## config.mk

```make
export PLATFORM = sky130hd
export DESIGN_NAME = sqrt_r2
export DESIGN_NICKNAME = d
export VERILOG_FILES = /design/src/rtl/fpu_prim_pkg.sv /design/src/rtl/sqrt_step.sv /design/src/rtl/sqrt_r2.sv
export SDC_FILE = /design/constraint.sdc
export NUM_CORES = 1
export LEC_CHECK = 0
export BUFFER_PORTS_ARGS = -buffer_cell sky130_fd_sc_hd__buf_2
export CAP_MARGIN = 10
export CORE_UTILIZATION = 58
export DETAILED_ROUTE_END_ITERATION = 12
export PLACE_DENSITY = 0.8
export SYNTH_ARGS = -nofsm -noshare
export SYNTH_HDL_FRONTEND = slang
export SYNTH_SLANG_ARGS = --single-unit
export TNS_END_PERCENT = 10
```

## constraint.sdc

```tcl
create_clock -name clk -period 3.5 [get_ports clk]
set_input_delay 0.175 -clock clk [delete_from_list [all_inputs] [get_ports clk]]
set_output_delay 0.175 -clock clk [all_outputs]
set_load 0.05 [all_outputs]
```

## src/rtl/fpu_prim_pkg.sv

```systemverilog
// fpu_prim_pkg: shared FPU primitive types and constants.
//   sqrt_state_t : sqrt_r2 FSM state (IDLE, CALC, DONE)
//   SQRT_W       : default radicand width
//   sqrt_cnt_w   : iteration counter width for a W-bit radicand
package fpu_prim_pkg;

    typedef enum logic [1:0] {
        IDLE = 2'd0,
        CALC = 2'd1,
        DONE = 2'd2
    } sqrt_state_t;

    localparam int SQRT_W = 48;

    function automatic int sqrt_cnt_w(input int w);
        return $clog2(w / 2);
    endfunction

endpackage

```

## src/rtl/sqrt_step.sv

```systemverilog
// sqrt_step: one radix-2 restoring square-root iteration (combinational).
// Ports:
//   r      in  W/2+2  partial remainder
//   q      in  W/2    partial root
//   b      in  2      next two radicand bits (MSB first)
//   r_next out W/2+2  updated partial remainder
//   q_next out W/2    updated partial root (new bit shifted in at LSB)
module sqrt_step
    import fpu_prim_pkg::*;
#(
    parameter int W = SQRT_W
) (
    input  logic [W/2+1:0] r,
    input  logic [W/2-1:0] q,
    input  logic [1:0]     b,
    output logic [W/2+1:0] r_next,
    output logic [W/2-1:0] q_next
);
    localparam int H = W / 2;

    logic [H+3:0] w_lhs;
    logic [H+1:0] w_rhs;
    logic [H+1:0] w_diff;
    logic         w_ge;

    // A full-width compare picks the branch, so the difference only needs
    // its low H+2 bits: a non-negative trial result always fits there.
    assign w_lhs  = {r, b};
    assign w_rhs  = {q, 2'b01};
    assign w_ge   = w_lhs >= {2'b00, w_rhs};
    assign w_diff = w_lhs[H+1:0] - w_rhs;
    assign r_next = w_ge ? w_diff : w_lhs[H+1:0];
    assign q_next = {q[H-2:0], w_ge};

endmodule

```

## src/rtl/sqrt_r2.sv

```systemverilog
// sqrt_r2: iterative radix-2 restoring integer square root, one root bit per clock.
// Ports:
//   clk    in  1      rising-edge clock
//   rst_n  in  1      synchronous active-low reset
//   start  in  1      request, accepted only while ready=1
//   rad    in  W      radicand, captured on the accepted start
//   ready  out 1      can accept start (IDLE or DONE)
//   busy   out 1      iteration in progress (CALC)
//   done   out 1      one-cycle pulse, results valid from this cycle on
//   root   out W/2    floor(sqrt(rad))
//   rem    out W/2+1  rad - root*root
//   exact  out 1      rem == 0
module sqrt_r2
    import fpu_prim_pkg::*;
#(
    parameter int W = SQRT_W
) (
    input  logic           clk,
    input  logic           rst_n,
    input  logic           start,
    input  logic [W-1:0]   rad,
    output logic           ready,
    output logic           busy,
    output logic           done,
    output logic [W/2-1:0] root,
    output logic [W/2:0]   rem,
    output logic           exact
);
    localparam int            H    = W / 2;
    localparam int            CW   = sqrt_cnt_w(W);
    localparam logic [CW-1:0] LAST = CW'(H - 1);

    sqrt_state_t   r_state;
    logic [CW-1:0] r_cnt;
    logic [W-1:0]  r_rad;
    logic [H+1:0]  r_prem;
    logic [H-1:0]  r_proot;
    logic [H-1:0]  r_root;
    logic [H:0]    r_rem;
    logic          r_exact;

    logic [H+1:0]  w_r_next;
    logic [H-1:0]  w_q_next;

    sqrt_step #(.W(W)) u_step (
        .r      (r_prem),
        .q      (r_proot),
        .b      (r_rad[W-1:W-2]),
        .r_next (w_r_next),
        .q_next (w_q_next)
    );

    assign ready = (r_state == IDLE) || (r_state == DONE);
    assign busy  = r_state == CALC;
    assign done  = r_state == DONE;
    assign root  = r_root;
    assign rem   = r_rem;
    assign exact = r_exact;

    always_ff @(posedge clk) begin
        if (!rst_n) begin
            r_state <= IDLE;
            r_cnt   <= '0;
            r_rad   <= '0;
            r_prem  <= '0;
            r_proot <= '0;
            r_root  <= '0;
            r_rem   <= '0;
            r_exact <= 1'b1;
        end else if (ready && start) begin
            r_state <= CALC;
            r_cnt   <= '0;
            r_rad   <= rad;
            r_prem  <= '0;
            r_proot <= '0;
        end else if (r_state == CALC) begin
            r_rad   <= {r_rad[W-3:0], 2'b00};
            r_prem  <= w_r_next;
            r_proot <= w_q_next;
            r_cnt   <= r_cnt + 1'b1;
            if (r_cnt == LAST) begin
                r_state <= DONE;
                r_root  <= w_q_next;
                // The remainder MSB is always zero on completion; the full
                // width still feeds the exact flag.
                r_rem   <= w_r_next[H:0];
                r_exact <= w_r_next == '0;
            end
        end else begin
            r_state <= IDLE;
        end
    end

endmodule
```

==> summary.txt, run 1 <==
Global route
  – Initial antenna violation count: 0
  – Met3 Use GR: 6.797%
  – Largest net degree at the start of global routing: 56
  – Vias in the first global route: 6707
  – GRT Util Overall: 30.92%
  – First-pass GRT wire length: 32550 um
  – Global routing usage on met1: between 30% and 40%
  – GR peak layer: met2
  – Grt ovf: 0
  – M2 GR Usage: 51.99%

Critical path
  – CP Launch Point: r_proot[15]
  – Reg2reg start: r_proot[15]
  – WS Path Type: reg -> reg
  – Reg2Reg Setup Slack: 0.28 ns
  – CP startpoint kind: flip-flop
  – R2R Path End: exact
  – CP Capture Point: exact
  – WP data required: 3.85 ns
  – Worst Path Arrival: 3.57 ns
  – Reg2reg path depth: 12
  – Worst Path Max Fanout: 18
  – Critical Path Sink Type: flip-flop

Placement
  – Dpl hpwl: 14710 um
  – GPL Wtd Cong: 0.9725
  – Input/output buffers: slightly above 100
  – Placed insts: 1206
  – Worst slack, placed: around 0.34 ns

Floorplanning
  – Core ar.: 12720 um^2
  – # rows: 41
  – Initial Util: roughly 60%
  – Die width: approximately 120 um
  – Die ar.: 13650 um^2
  – Top Ports: 104
  – Die extent in y: 116.8 um

Yosys
  – Yosys cell types: a little under 70
  – Post-synth ARST share: 0%
  – Yosys warns: 0
  – Mapped cell area: 7649 um^2
  – Number of synthesized register bits: roughly 160
  – Yosys top cell by area: dfxtp_1
  – Sequential area share after synthesis: 40.57%
  – Synth area leaders: dfxtp_1 41%, nand2_1 9.6%, nor2_1 5.9%
  – Number of synthesized flops with an enable pin: 0
  – Synth Net Count: 1058
  – Top-area cell type share of the netlist area: 40.57%
  – Syn Area/Cell: 7.805 um^2
  – Primary FF master, synth: dfxtp_1
  – Mapped Cells: 980

Pwr
  – Combinational share of power: 31.6%
  – P_sw: 0.001930 W
  – Max IR drop VDD: just over 0.5 mV
  – Pwr dens: between 600 and 700 nW/um^2
  – Sequential Power Share: between 30% and 40%
  – Clock share of power: about a third
  – Switching share of power: 34.02%
  – Design Power: 0.005672 W
  – P_int: 0.003743 W
  – Static leakage: 3.570 nW

Final layout
  – # diodes: 0
  – Most frequent cells in the layout: 194 x nand2_1, 155 x dfxtp_1, 119 x nor2_1
  – Most common cell after layout, fill and taps aside: nand2_1
  – Nets@finish: 1132
  – Non-filler instance count after layout: 1238
  – Filler instances: 1094
  – Layout area overhead: 16.52%
  – Share of cells above drive strength 1: between 10% and 20%

Clocking
  – Longest Clk Path Bufs: 2
  – H-tree Lvls: 4
  – CTS clk-pin slew, worst paths: 0.06 ns
  – CTS Root Cell: clkbuf_16
  – Inserted Clock Buffers: 17
  – Worst skew pair latency: 0.42 ns
  – Clock sink count: 155
  – CTS tree: yes
  – CTS resizes: 0

Routing
  – Final WL: 20490 um
  – Detailed-route vias per instance: 5.871
  – Avg WL per Cell: 16.55 um
  – DR iter-0 viols: 517
  – Remaining antenna violation count after routing: 0
  – Drt first pass iters: 5
  – Vias: 7268
  – DRC: 0

Timing
  – Fmax: 310.7 MHz
  – Slew HR: 39.31%
  – Worst-Margin Slew: 0.9090 ns
  – # setup viols final: 0
  – Max Slew Vio Count: 0
  – Post-layout min period: between 3 and 4 ns
  – Final period util: a little over 90%
  – Clk_skew: 0.01091 ns
  – Final hold slack: 0.02856 ns
  – Unrepaired setup endpoints after global routing: no
  – Total negative slack: 0 ns
  – Final number of hold-violating endpoints: 0
  – Fin worst setup slack: 0.2819 ns

Flow run
  – Max cap viols: 0

Worst hold path
  – WHS Path Cells: 3
  – Worst Hold Class: in -> reg

Run status
  – Outcome: complete, no violations
==> registers in the layout, indices dropped and copies added (netlist names) <==
signal   count
exact        1
r_cnt        5
r_prem      26
r_proot     24
r_rad       48
r_state      2
rem         25
root        24
==> routing by layer <==
metal,up-vias,routed length (um)
met5,-,0
met4,0,930
met3,55,972
met2,215,9888
met1,3402,8695
li1,3596,-
==> kinds of logic after synthesis <==
family	count (synthesis)	synth area share [%]
buf+inv	104	5.431
xor+xnor	23	2.634
mux	19	2.503
fa+ha+maj	27	4.417
compound gates	241	21.51
simple gates	411	22.94
flops	155	40.57
==> worst min-delay path by stage <==
| stage | start | end | slack (ns) |
|---|---|---|---|
| final | rad[1] | r_rad[1] | 0.03 |
| after detailed placement | rad[0] | r_rad[0] | 0.42 |
| after global placement | rad[0] | r_rad[0] | 0.41 |
| after CTS | rad[1] | r_rad[1] | 0.02 |
| after global routing | rad[11] | r_rad[11] | 0.04 |
| after floorplan | rst_n | rem[23] | 0.31 |
==> synth_stat cells (4+ instances only) <==
cell type / instances
nand2_1: 195
dfxtp_1: 155
nor2_1: 121
a21oi_1: 88
clkbuf_1: 49
a211oi_1: 45
inv_1: 36
nor3_1: 30
ha_1: 27
a311oi_1: 25
o22ai_1: 22
mux2i_1: 18
nand3_1: 17
xnor2_1: 13
o21ai_0: 12
xor2_1: 10
buf_1: 8
nand4_1: 8
nor2b_1: 6
nor4_1: 6
and3_1: 5
buf_2: 5
o21a_1: 5
and2_1: 4
or4_1: 4
==> critical path: stages (launching register included) <==
cell       delay [ns]
dfxtp_1          0.37
inv_1            0.06
ha_1             0.36
a21oi_2          0.25
o21ai_1          0.20
a221oi_2         0.33
nand3_1          0.20
nor3_4           0.38
nor2_2           0.18
buf_12           0.20
nor4_1           0.28
o2111ai_1        0.19
o21ai_2          0.16
==> what timing repair did <==
action,CTS,global route
buffers inserted,0,0
hold endpoints to repair,1,0
hold buffers,1,0
endpoints found under the setup margin,0,0
==> power groups by stage <==
| stage | sequential, W | clock, W | combinational, W |
|---|---|---|---|
| floorplan | 0.00193 | 0 | 0.00131 |
| global placement | 0.00196 | 0 | 0.00176 |
| detailed placement | 0.00196 | 0 | 0.00175 |
| CTS | 0.00192 | 0.00198 | 0.00177 |
| global route | 0.00193 | 0.00204 | 0.00193 |
| finish | 0.00192 | 0.00195 | 0.00179 |
==> stage by stage <==
step                      cell area [um^2]  util (%)
after CTS                             8912     70.05
after global placement                8274     65.04
final                                 8912     70.05
after global routing                  8912     70.05
after floorplan                       7649         -
after detailed placement              8274     65.04
==> area by class of cell <==
cell class | count | area, um^2 | area share (%)
multi-input cells | 721 | 4145 | 46.51
inverters | 38 | 142.6 | 1.600
flip-flops and latches | 155 | 3103 | 34.82
repair buffers | 121 | 678.2 | 7.609
clock inverters | 13 | 188.9 | 2.120
well taps | 172 | 215.2 | 2.415
clock buffers | 18 | 439.2 | 4.928
Note: power is estimated with default switching activity, not from simulation.
==> run 2: changes to the inputs <==
--- a/config.mk
+++ b/config.mk
@@ -7,9 +7,9 @@
 export LEC_CHECK = 0
 export BUFFER_PORTS_ARGS = -buffer_cell sky130_fd_sc_hd__buf_2
 export CAP_MARGIN = 10
-export CORE_UTILIZATION = 58
+export CORE_UTILIZATION = 50
 export DETAILED_ROUTE_END_ITERATION = 12
-export PLACE_DENSITY = 0.8
+export PLACE_DENSITY = 0.71
 export SYNTH_ARGS = -nofsm -noshare
 export SYNTH_HDL_FRONTEND = slang
 export SYNTH_SLANG_ARGS = --single-unit
==> run 2 against run 1 <==
  * The run now ends with design-rule violations left
  * Clock power about the same
  * Worst hold slack about the same
  * Wire length down 2.8%
  * Sequential cell count unchanged
  * Critical endpoint unchanged
  * Sequential share of layout area about the same
  * Cell count up 0.81%
  * Combinational power down 3%
  * Global-route usage down 5.4 points
  * Final area about the same
  * Utilization down 9.6 points
==> summary.txt, run 2 (synthesis results as in run 1) <==
Clocking
  – Clock sink count: 155
  – CTS Root Cell: clkbuf_16
  – CTS clk-pin slew, worst paths: 0.06 ns
  – CTS tree: yes
  – Worst skew pair latency: 0.43 ns
  – H-tree Lvls: 4
  – Inserted Clock Buffers: 17
  – Longest Clk Path Bufs: 2

Critical path
  – Reg2reg start: r_proot[0]
  – CP startpoint kind: flip-flop
  – WS Path Type: reg -> reg
  – Cell Chain, Critical Path: inv_1, ha_1, nor2b_1, o31ai_4, a21oi_2, xor2_1, or4_1, or4_1, o41ai_2, nand3_1, o21ai_2
  – CP peak stage delay: 0.51 ns
  – Reg2reg path depth: 11
  – Worst Path Arrival: about 3.5 ns
  – Reg2Reg Setup Slack: between 0.3 and 0.4 ns
  – R2R Path End: exact
  – Critical Path Sink Type: flip-flop
  – Worst Path Max Fanout: 7
  – WP data required: 3.85 ns
  – Most used cell, CP: or4_1
  – Critical path's slowest cell: or4_1

Global route
  – GR peak layer: met1
  – GRT Util Overall: approximately 26%
  – Met3 Use GR: 4.800%
  – Initial antenna violation count: 0
  – First-pass GRT wire length: 32380 um
  – Global routing usage on met1: 38.74%
  – Largest net degree at the start of global routing: between 60 and 70
  – M2 GR Usage: between 30% and 40%
  – Vias in the first global route: 6351
  – Grt ovf: 0

Timing
  – Fmax: 319.3 MHz
  – # setup viols final: 0
  – Final period util: 89.48%
  – Slew HR: 44.31%
  – Total negative slack: 0 ns
  – Max Slew Vio Count: 0
  – Unrepaired setup endpoints after global routing: no
  – Post-layout min period: 3.132 ns
  – Worst-Margin Slew: 0.8342 ns
  – Final number of hold-violating endpoints: 0
  – Clk_skew: 0.01689 ns

Worst hold path
  – Hold Path Origin: rad[30]
  – Worst Hold Class: in -> reg
  – WHS Path Cells: 3
  – Worst Hold End: r_rad[30]

Floorplanning
  – # rows: 44
  – Initial Util: approximately half
  – Die width: 125.7 um
  – Die ar.: 15800 um^2
  – Top Ports: 104
  – Die extent in y: 125.7 um
  – Core ar.: 14750 um^2

Flow run
  – Max cap viols: 0

Placement
  – GPL Wtd Cong: 1.019
  – Input/output buffers: 103
  – Dpl hpwl: 14220 um

Final layout
  – Most common cell after layout, fill and taps aside: nand2_1
  – Share of cells above drive strength 1: 15.70%
  – Register area: approximately 3100 um^2
  – Final core utilization: between 60% and 70%
  – Area of the multi-input gates: 4145 um^2
  – Most frequent cells in the layout: 194 x nand2_1, 155 x dfxtp_1, 119 x nor2_1
  – # diodes: 0
  – Largest register FFs: 48
  – Layout area overhead: 16.55%
  – Nets@finish: 1129
  – Largest reg by FF count: r_rad
  – Filler instances: roughly 1.4k

Routing
  – Final WL: 19920 um
  – Avg WL per Cell: 15.96 um
  – DR iter-0 viols: 564
  – Detailed-route vias per instance: around 5.7
  – Remaining antenna violation count after routing: 0
  – Drt first pass iters: 9
  – Vias: 7133
  – DRC: 4

Run status
  – Outcome: finished with violations
  – Failing checks: design-rule violations

Pwr
  – Max IR drop VDD: ~0.43 mV
  – Static leakage: 3.555 nW
  – Pwr dens: 628.1 nW/um^2
[run 2: cell type report]
| cell class | count | share of cell area, % |
|---|---|---|
| clock buffer | 18 | 4.814 |
| timing repair buffer | 118 | 7.523 |
| multi-input combinational | 721 | 46.50 |
| inverter | 38 | 1.600 |
| clock inverter | 14 | 2.175 |
| sequential | 155 | 34.81 |
| tap | 184 | 2.582 |
[run 2: power by group]
part,leakage [nW],switching [W],internal (W)
registers,1.26,0.0000719,0.00185
logic,1.99,0.00108,0.000658
clock network,0.301,0.000741,0.00120
total,3.55,0.00190,0.00370
[run 2: per-stage QoR]
step	instances	power [W]	hold WS [ns]	area, um^2	worst slack (ns)
floorplan	980	0.003240	0.3134	7649	0.6679
global placement	1214	0.003662	0.4131	8272	0.4480
detailed placement	1214	0.003654	0.4200	8272	0.3860
CTS	1248	0.005594	0.02091	8915	0.3707
global route	1248	0.005864	0.02315	8915	0.1144
finish	1248	0.005600	0.02828	8915	0.3680
[run 2: how the worst max path moves through the flow]
stage                           start         end  slack [ns]  cells after the start
after floorplan            r_proot[5]       exact        0.67                     11
after global placement    r_proot[12]     rem[15]        0.45                     12
after detailed placement   r_proot[0]       exact        0.39                     11
after CTS                  r_proot[0]       exact        0.37                     11
after global routing      r_proot[11]  r_prem[15]        0.11                     12
final                      r_proot[0]       exact        0.37                     11
[run 2: critical path: cells and delay by family (launching register included)]
kind / cells / cell delay, ns
AO/OA/AOI/OAI: 4 / 0.76
XOR/XNOR: 1 / 0.16
adder cells (fa/ha/maj): 1 / 0.34
buffers and inverters: 1 / 0.06
flip-flops: 1 / 0.40
AND/OR/NAND/NOR: 4 / 1.34
[run 2: repair_timing]
| item | in CTS | in global routing |
|---|---|---|
| setup buffers | 0 | 0 |
| resized for setup | 0 | 0 |
| hold buffers | 2 | 0 |
| hold endpoints to repair | 2 | 0 |
[run 2: metal layers]
| metal | vias up | share of wire (%) |
|---|---|---|
| met4 | 0 | 0.76 |
| met5 | - | 0 |
| met3 | 14 | 6.8 |
| met2 | 230 | 42 |
| met1 | 3312 | 51 |
| li1 | 3577 | - |
==> run 3: changes to the inputs <==
--- a/config.mk
+++ b/config.mk
@@ -5,6 +5,7 @@
 export SDC_FILE = /design/constraint.sdc
 export NUM_CORES = 1
 export LEC_CHECK = 0
+export ABC_AREA = 1
 export BUFFER_PORTS_ARGS = -buffer_cell sky130_fd_sc_hd__buf_2
 export CAP_MARGIN = 10
 export CORE_UTILIZATION = 50
==> run 3 against run 2 <==
  * The flow now finishes without violations
  * Clock power is 9% lower
  * Combinational power is 5% lower
  * Synthesized cell count is 17% higher
  * Utilization hardly changed
  * Highest routed layer unchanged
  * Maximum frequency is 6.2% higher
  * Clock skew is 0.0024 ns lower
  * Largest power group is now sequential cells
  * Sequential power hardly changed
  * Wire length is 15% higher
  * Sequential share of layout area is 1.3 points lower
  * Die area is 3.3% higher
==> summary.txt, run 3 <==
Timing
  – Slew HR: 39.51%
  – Worst-Margin Slew: 0.9074 ns
  – Total negative slack: 0 ns
  – Clk_skew: 0.01445 ns
  – Final period util: 84.25%
  – Unrepaired setup endpoints after global routing: no
  – Post-layout min period: 2.949 ns
  – Max Slew Vio Count: 0
  – # setup viols final: 0
  – Fmax: 339.1 MHz
  – Final number of hold-violating endpoints: 0

Global route
  – GRT Util Overall: 28.73%
  – Vias in the first global route: between 7k and 8k
  – Grt ovf: 0
  – First-pass GRT wire length: about 37000 um
  – Initial antenna violation count: 0
  – Largest net degree at the start of global routing: between 90 and 100

Yosys
  – Top-area cell type share of the netlist area: 39.26%
  – Area fraction in compound gates after synthesis: 20.09%
  – Mapped cell area: slightly below 8000 um^2
  – Simple-gate share of the synthesized area: 23.89%
  – Number of synthesized register bits: ~160
  – Yosys warns: 0
  – Main combinational cell family by area after synthesis: simple AND/OR/NAND/NOR gates
  – Synth Net Count: 1229
  – Number of synthesized flops with an enable pin: 0
  – Post-synth ARST share: 0%
  – Mapped Cells: 1151
  – Syn Area/Cell: 6.867 um^2
  – Post-synth top cells: 255 x nand2_1, 160 x inv_1, 155 x dfxtp_1
  – Primary FF master, synth: dfxtp_1
  – Yosys top cell by area: dfxtp_1
  – Synth area leaders: dfxtp_1 39%, nand2_1 12%, o21ai_0 8.7%
  – Post-synthesis xor/xnor area fraction: 1.108%
  – Most frequent cell after synthesis: nand2_1
  – Synth Area in Adders: approximately 4.3%
  – Yosys cell types: 37
  – Sequential area share after synthesis: 39.26%
  – Post-synthesis mux area share: 0%

Pwr
  – Design Power: 0.005334 W
  – Max IR drop VDD: 0.3602 mV
  – Pwr dens: 576.1 nW/um^2
  – Static leakage: 4.564 nW

Clocking
  – CTS Root Cell: clkbuf_16
  – Longest Clk Path Bufs: 2
  – Worst skew pair latency: 0.43 ns
  – Clock sink count: between 150 and 200
  – Hold buffer count at cts: 14
  – H-tree Lvls: 4
  – CTS clk-pin slew, worst paths: ~0.07 ns
  – Inserted Clock Buffers: 17
  – CTS resizes: 0
  – CTS tree: yes
  – Post-CTS Setup Inserts: 0

Critical path
  – Reg2reg path depth: 16
  – CP peak stage delay: 0.42 ns
  – Critical Path Stages: 16
  – Cell Chain, Critical Path: inv_1, ha_1, nand2_1, inv_1, nand2_1, nor3_2, nand2_2, nand3_4, inv_2, nand2_1, nand2_1, nor2_1, nand2_1, nor2_1, nand3_1, nand2_1
  – WS Path Type: reg -> reg
  – CP top delay family: simple AND/OR/NAND/NOR gates
  – Reg2reg start: r_proot[19]
  – CP Capture Point: exact
  – CP Launch Point: r_proot[19]
  – Buffers & Inverters on Critical Path: 3
  – Worst Path Max Fanout: 36
  – Critical path's slowest cell: nand3_4
  – WP data required: a little under 4 ns
  – Most used cell, CP: nand2_1
  – R2R Path End: exact
  – Reg2Reg Setup Slack: 0.55 ns
  – Worst Path Arrival: 3.33 ns
  – Critical Path Sink Type: flip-flop
  – CP startpoint kind: flip-flop

Routing
  – DR iter-0 viols: 471
  – DRC: 0
  – Drt first pass iters: 5
  – Detailed-route vias per instance: 5.396
  – Remaining antenna violation count after routing: 0
  – Vias: a little under 8k
  – Final WL: 22920 um
  – Avg WL per Cell: between 15 and 20 um

Final layout
  – Nets@finish: 1322
  – Largest reg by FF count: r_rad
  – Filler instances: 1512
  – Final core utilization: between 60% and 70%
  – Most common cell after layout, fill and taps aside: nand2_1
  – Most frequent cells in the layout: 255 x nand2_1, 160 x inv_1, 155 x dfxtp_1
  – Share of cells above drive strength 1: 14.08%
  – Largest register FFs: 48
  – # diodes: 0
  – Layout area overhead: 17.14%

Run status
  – Outcome: complete, no violations

Worst hold path
  – Worst Hold Class: in -> reg

Flow run
  – Max cap viols: 0

Floorplanning
  – Die width: 127.7 um
  – Top Ports: around 100
  – # rows: between 40 and 50
  – Die extent in y: between 100 and 150 um
  – Initial Util: around half
  – Die ar.: 16320 um^2
  – Core ar.: 15310 um^2

Placement
  – Dpl hpwl: 16140 um
  – GPL Wtd Cong: 0.9598
  – Input/output buffers: between 100 and 150
[run 3: worst min-delay path, delay by kind of cell]
family / cells / cell delay (ns)
and+or+nand+nor: 1 / 0.05
buffers and inverters: 1 / 0.10
AOI/OAI and AO/OA: 1 / 0.06
[run 3: layout make-up]
| class | count | area, um^2 | area share (%) |
|---|---|---|---|
| inverter | 175 | 656.9 | 7.095 |
| timing repair buffer | 131 | 760.7 | 8.216 |
| clock buffer | 18 | 439.2 | 4.743 |
| sequential | 155 | 3103 | 33.51 |
| tap | 211 | 264.0 | 2.851 |
| multi-input combinational | 764 | 3911 | 42.24 |
| clock inverter | 14 | 123.9 | 1.338 |
[run 3: worst min-delay path by stage]
stage / start / endpoint / slack (ns) / depth (start not counted)
floorplan: rad[11] / r_rad[11] / 0.32 / 2
global placement: rad[41] / r_rad[41] / 0.43 / 3
detailed placement: rad[5] / r_rad[5] / 0.44 / 3
CTS: rad[29] / r_rad[29] / 0.002 / 3
global route: rad[33] / r_rad[33] / 0.02 / 3
finish: rad[29] / r_rad[29] / 0.01 / 3
[run 3: power breakdown]
group          switching, W  total [W]  internal (W)  leakage (nW)
Clock              0.000818    0.00177      0.000955         0.275
Combinational       0.00115    0.00165      0.000498          3.02
Sequential        0.0000529    0.00191       0.00186          1.26
Total               0.00202    0.00533       0.00331          4.56
[run 3: logic make-up (layout without fill, tap and decap cells)]
kind of cell               after synthesis  after routing
xor gates and xnor gates                10             10
DFF                                    155            155
AOI/OAI and AO/OA                      285            285
adders and majority gates               27             27
and+or+nand+nor                        442            442
buffers and inverters                  232            338
[run 3: stage by stage]
stage	area (um^2)	worst slack, ns	cells	hold WS, ns
CTS	9259	0.5528	1468	0.001696
finish	9259	0.5512	1468	0.01027
floorplan	7904	1.426	1151	0.3178
global route	9259	0.2212	1468	0.01698
detailed placement	8556	0.6069	1422	0.4381
global placement	8556	0.6508	1422	0.4272
[run 3: per-layer routing]
layer	up-vias	track usage, %	share of wire [%]
li1	3952	-	-
met1	3696	41.93	49
met2	241	43.22	44
met3	32	4.591	5.4
met4	0	8.927	1.7
met5	-	0	0
